==> config.mk <==
export PLATFORM = sky130hd
export DESIGN_NAME = credit_rr_arbiter_flat
export DESIGN_NICKNAME = d
export VERILOG_FILES = /design/src/rtl/credit_rr_arbiter_if.sv /design/src/rtl/credit_rr_arbiter.sv /design/src/flat_wrapper.sv
export SDC_FILE = /design/constraint.sdc
export NUM_CORES = 1
export LEC_CHECK = 0
export CELL_PAD_IN_SITES_DETAIL_PLACEMENT = 0
export CELL_PAD_IN_SITES_GLOBAL_PLACEMENT = 1
export CORE_MARGIN = 10
export CORE_UTILIZATION = 45
export CTS_BUF_LIST = sky130_fd_sc_hd__clkbuf_8 sky130_fd_sc_hd__clkbuf_16
export DETAILED_ROUTE_END_ITERATION = 16
export DONT_BUFFER_PORTS = 1
export PLACE_DENSITY = 0.72
export SETUP_SLACK_MARGIN = 0.1
export SKIP_CTS_REPAIR_TIMING = 1
export SLEW_MARGIN = 20
export SYNTH_ARGS = -nofsm -noshare
export SYNTH_HDL_FRONTEND = slang
export SYNTH_SLANG_ARGS = --single-unit
==> constraint.sdc <==
create_clock -name clk -period 2.4 [get_ports clk]
set_input_delay 0.24 -clock clk [delete_from_list [all_inputs] [get_ports clk]]
set_output_delay 0.24 -clock clk [all_outputs]
set_load 0.02 [all_outputs]
==> src/rtl/credit_rr_arbiter_if.sv <==
// Request/grant/credit bundle between the requesters and the credit round-robin arbiter.
interface credit_rr_arbiter_if #(
  parameter int unsigned NUM_REQ      = 4,
  parameter int unsigned CREDIT_WIDTH = 5
);
  logic                    en;
  logic [NUM_REQ-1:0]      req;
  logic                    ret;
  logic [NUM_REQ-1:0]      gnt;
  logic                    gnt_valid;
  logic [CREDIT_WIDTH-1:0] credits;
  logic                    idle;
  logic                    err_overflow;

  modport master (
    output en, req, ret,
    input  gnt, gnt_valid, credits, idle, err_overflow
  );

  modport slave (
    input  en, req, ret,
    output gnt, gnt_valid, credits, idle, err_overflow
  );
endinterface

==> src/rtl/credit_rr_arbiter.sv <==
// Round-robin arbiter sharing one downstream port among NUM_REQ requesters, with a credit
// counter bounding outstanding transactions.
module credit_rr_arbiter #(
  parameter int unsigned NUM_REQ      = 4,
  parameter int unsigned CREDIT_WIDTH = 5,
  parameter int unsigned MAX_CREDITS  = 16
) (
  input logic                clk,
  input logic                rst,
  credit_rr_arbiter_if.slave bus
);

  localparam int unsigned PtrW = (NUM_REQ > 1) ? $clog2(NUM_REQ) : 1;
  localparam logic [CREDIT_WIDTH-1:0] MaxCred = CREDIT_WIDTH'(MAX_CREDITS);

  logic [PtrW-1:0]         r_ptr;
  logic [NUM_REQ-1:0]      r_gnt;
  logic                    r_gnt_valid;
  logic [CREDIT_WIDTH-1:0] r_credits;
  logic                    r_err;

  logic                    w_found;
  logic [PtrW-1:0]         w_sel;
  logic [PtrW-1:0]         w_ptr_nxt;
  logic                    w_issue;
  logic                    w_ret_acc;
  logic                    w_ovf;
  logic [CREDIT_WIDTH-1:0] w_credits_d;

  // Scan ptr, ptr+1, ... wrapping; first requester found wins.
  always_comb begin
    int unsigned idx;
    w_found = 1'b0;
    w_sel   = '0;
    idx     = 0;
    for (int unsigned k = 0; k < NUM_REQ; k++) begin
      idx = (32'(r_ptr) + k) % NUM_REQ;
      if (!w_found && bus.req[PtrW'(idx)]) begin
        w_found = 1'b1;
        w_sel   = PtrW'(idx);
      end
    end
  end

  assign w_ptr_nxt = (w_sel == PtrW'(NUM_REQ - 1)) ? '0 : w_sel + PtrW'(1);

  // Credit check uses only the registered count, never a same-cycle return.
  assign w_issue   = bus.en && (r_credits != '0) && w_found;
  assign w_ret_acc = bus.ret && ((r_credits != MaxCred) || w_issue);
  assign w_ovf     = bus.ret && (r_credits == MaxCred) && !w_issue;

  always_comb begin
    w_credits_d = r_credits;
    if (w_issue && !w_ret_acc) begin
      w_credits_d = r_credits - CREDIT_WIDTH'(1);
    end else if (!w_issue && w_ret_acc) begin
      w_credits_d = r_credits + CREDIT_WIDTH'(1);
    end
  end

  always_ff @(posedge clk) begin
    if (!rst) begin
      r_ptr       <= '0;
      r_gnt       <= '0;
      r_gnt_valid <= 1'b0;
      r_credits   <= MaxCred;
      r_err       <= 1'b0;
    end else begin
      r_credits   <= w_credits_d;
      r_gnt_valid <= w_issue;
      if (w_ovf) begin
        r_err <= 1'b1;
      end
      if (w_issue) begin
        r_gnt <= NUM_REQ'(1) << w_sel;
        r_ptr <= w_ptr_nxt;
      end else begin
        r_gnt <= '0;
      end
    end
  end

  assign bus.gnt          = r_gnt;
  assign bus.gnt_valid    = r_gnt_valid;
  assign bus.credits      = r_credits;
  assign bus.idle         = (r_credits == MaxCred);
  assign bus.err_overflow = r_err;

endmodule

==> src/flat_wrapper.sv <==
// flat-port wrapper written by rule: the top's interface ports become plain ports
module credit_rr_arbiter_flat 
#(
  parameter int unsigned NUM_REQ      = 4,
  parameter int unsigned CREDIT_WIDTH = 5,
  parameter int unsigned MAX_CREDITS  = 16
)
  (clk, rst, bus_en, bus_req, bus_ret, bus_gnt, bus_gnt_valid, bus_credits, bus_idle, bus_err_overflow);
  credit_rr_arbiter_if #(.NUM_REQ(NUM_REQ), .CREDIT_WIDTH(CREDIT_WIDTH)) bus_i ();
  input logic clk;
  input logic rst;
  input wire logic [$bits(bus_i.en)-1:0] bus_en;
  input wire logic [$bits(bus_i.req)-1:0] bus_req;
  input wire logic [$bits(bus_i.ret)-1:0] bus_ret;
  output wire logic [$bits(bus_i.gnt)-1:0] bus_gnt;
  output wire logic [$bits(bus_i.gnt_valid)-1:0] bus_gnt_valid;
  output wire logic [$bits(bus_i.credits)-1:0] bus_credits;
  output wire logic [$bits(bus_i.idle)-1:0] bus_idle;
  output wire logic [$bits(bus_i.err_overflow)-1:0] bus_err_overflow;
  assign bus_i.en = bus_en;
  assign bus_i.req = bus_req;
  assign bus_i.ret = bus_ret;
  assign bus_gnt = bus_i.gnt;
  assign bus_gnt_valid = bus_i.gnt_valid;
  assign bus_credits = bus_i.credits;
  assign bus_idle = bus_i.idle;
  assign bus_err_overflow = bus_i.err_overflow;
  credit_rr_arbiter #(.NUM_REQ(NUM_REQ), .CREDIT_WIDTH(CREDIT_WIDTH), .MAX_CREDITS(MAX_CREDITS)) u_core (.clk(clk), .rst(rst), .bus(bus_i));
endmodule
==> results.toml <==
[outcome]
outcome = "completed"

[global_routing]
grt_pass1_vias = 675
grt_max_degree = 14
overflow = 0
antenna_found_initial = 0
grt_use_total_pct = 9.40
grt_pass1_wl_mm = 3.15

[final_layout]
final_area_um2 = 1000
drive_above_1_share_pct = 19.1
area_growth_pct = 14.1
final_common_cell = "dfxtp_1"
final_cell_mix = "dfxtp_1, nand2_1, inv_1"
final_nets = 123
fill_cells = 163
diodes = 0

[critical_path]
end_kind = "register"
crit_required_ps = 2520
crit_type = "register to register"
crit_path_max_fanout = 5
start_kind = "register"
arrival_ps = 2180

[placed_design]
gp_congestion = 0.822
dp_hpwl_mm = 1.54
dpl_cell_area_um2 = 955
port_buffers = 0

[worst_hold_path]
worstHoldPathType = "primary input to register"

[logic_synthesis]
synth_edf_count = 0
synthArstFlopShare_pct = 0
yosys-top-cells-area = "dfxtp_1, mux2i_1, ha_1"
synth_area_um2 = 880
ys_seq_area_share_pct = 29.6
yosys_warnings = 0
synth.distinct_cells = 41
ys_seq_elements = 13
synthFlopType = "dfxtp_1"
avgSynthCellArea_um2 = 8.71
synth_top_area_cell = "dfxtp_1"
syn_nets = 113
syn_inst = 101
synth_top_area_share_pct = 29.6

[clock_tree]
cts_tree = "built"
clockRootBuffer = "clkbuf_8"
cts_sinks = 13
insertion_delay_ps = 240
clockBufferDepth = 2
path_clk_slew_ps = 60
htreeDepth = 1
cts_buffers = 3

[timing]
timing.final.crit_period_ps = 2060
hold_viol_final = 0
tns_ps = 0
rsz0062_at_grt = "false"
fmax_mhz = 486
finalSetupViolCount = 0
slew_viol_final = 0
skew_ps = 2.55
post-route-period-util_pct = 85.8
tightest_slew_ps = 494
slew_headroom_pct = 67.0
whs_ps = 137

[power]
power_density_nw_per_um2 = 757
power.leakage_nw = 0.435
ir_drop_mv = 0.440

[detailed_routing]
drt_iter0_drc = 12
drtAntennaViolNets = 0
via_per_inst = 5.50
drc = 0
num_vias = 743
firstDrtPassIters = 5
wl_mm = 1.95
wl_per_cell_um = 14.5

[floorplan]
die_w_um = 64.2
dieArea_um2 = 4120
pin_count = 20
start_util_pct = 49.3
core_um2 = 1780
fp-row-count = 15
dieHeight_um = 64.2

[run]
cap_viol_max_count = 0
[cell families after synthesis]
family | after synthesis | share of synthesized area, %
mux | 8 | 9.81
buf+inv | 10 | 4.41
simple gates | 42 | 26.3
compound gates | 24 | 23.3
flops | 13 | 29.6
fa+ha+maj | 4 | 6.54
[layout make-up]
class	instances	area [µm²]	area share (%)
Tap cell	25	31.3	3.12
Clock inverter	1	3.75	0.374
Inverter	8	30.0	2.99
Clock buffer	3	41.3	4.11
Sequential cell	13	260	25.9
Multi-Input combinational cell	78	584	58.2
Timing Repair Buffer	7	52.6	5.24
[per-stage QoR]
stage,total power [mW],utilization (%),setup slack [ps],cells
after global placement,0.570,53.5,300,131
after global routing,0.809,56.3,148,135
after detailed placement,0.572,53.5,271,131
after floorplan,0.503,-,163,101
final,0.760,56.3,341,135
after CTS,0.768,56.1,264,135
[Yosys cell counts, types with 2 or more instances]
cell type,count
inv_1,7
a32oi_1,2
mux2i_1,6
and3_1,2
and2_1,2
dfxtp_1,13
a31oi_1,2
ha_1,3
nor2b_1,3
o21ai_0,2
nor3_1,5
a21oi_1,4
o31ai_1,2
nand2b_1,4
nor2_1,7
nand2_1,10
nand3_1,3
[flip-flops by register name, summed over array words and instances, names as in the netlist, named ones only]
| signal | cells |
|---|---|
| u_core.bus.credits | 5 |
| u_core.bus.err_overflow | 1 |
| u_core.bus.gnt | 4 |
| u_core.bus.gnt_valid | 1 |
| u_core.r_ptr | 1 |
[layer usage]
layer | vias to the layer above | GRT usage [%] | wire [µm]
met5 | - | 0 | 0
met4 | 0 | 3.74 | 23
met3 | 5 | 4.36 | 132
met2 | 15 | 14.4 | 917
met1 | 336 | 11.1 | 878
li1 | 387 | - | -
[report_power, final]
group / leakage, nW / internal (mW) / switching, mW
clock network: 0.0269 / 0.113 / 0.0791
logic: 0.301 / 0.133 / 0.153
registers: 0.107 / 0.243 / 0.0380
total: 0.435 / 0.489 / 0.271
[critical path, cell delays in order (launching register included)]
cell,delay (ps)
dfxtp_1,440
nor4_4,60
a21oi_2,210
nand2b_2,110
fa_1,390
nand2b_1,190
a21oi_2,210
mux2i_1,200
o221ai_1,120
[worst paths after layout]
kind	from	endpoint	slack (ps)	cells after the start
worst max-delay path	u_core.bus.credits[0]	u_core.bus.credits[4]	340	8
worst min-delay path	rst	u_core.r_ptr[1]	140	2
worst max register to register	u_core.bus.credits[0]	u_core.bus.credits[4]	340	8
worst min register to register	register	register	510	2
No activity file was read; power rests on OpenSTA's default activity.
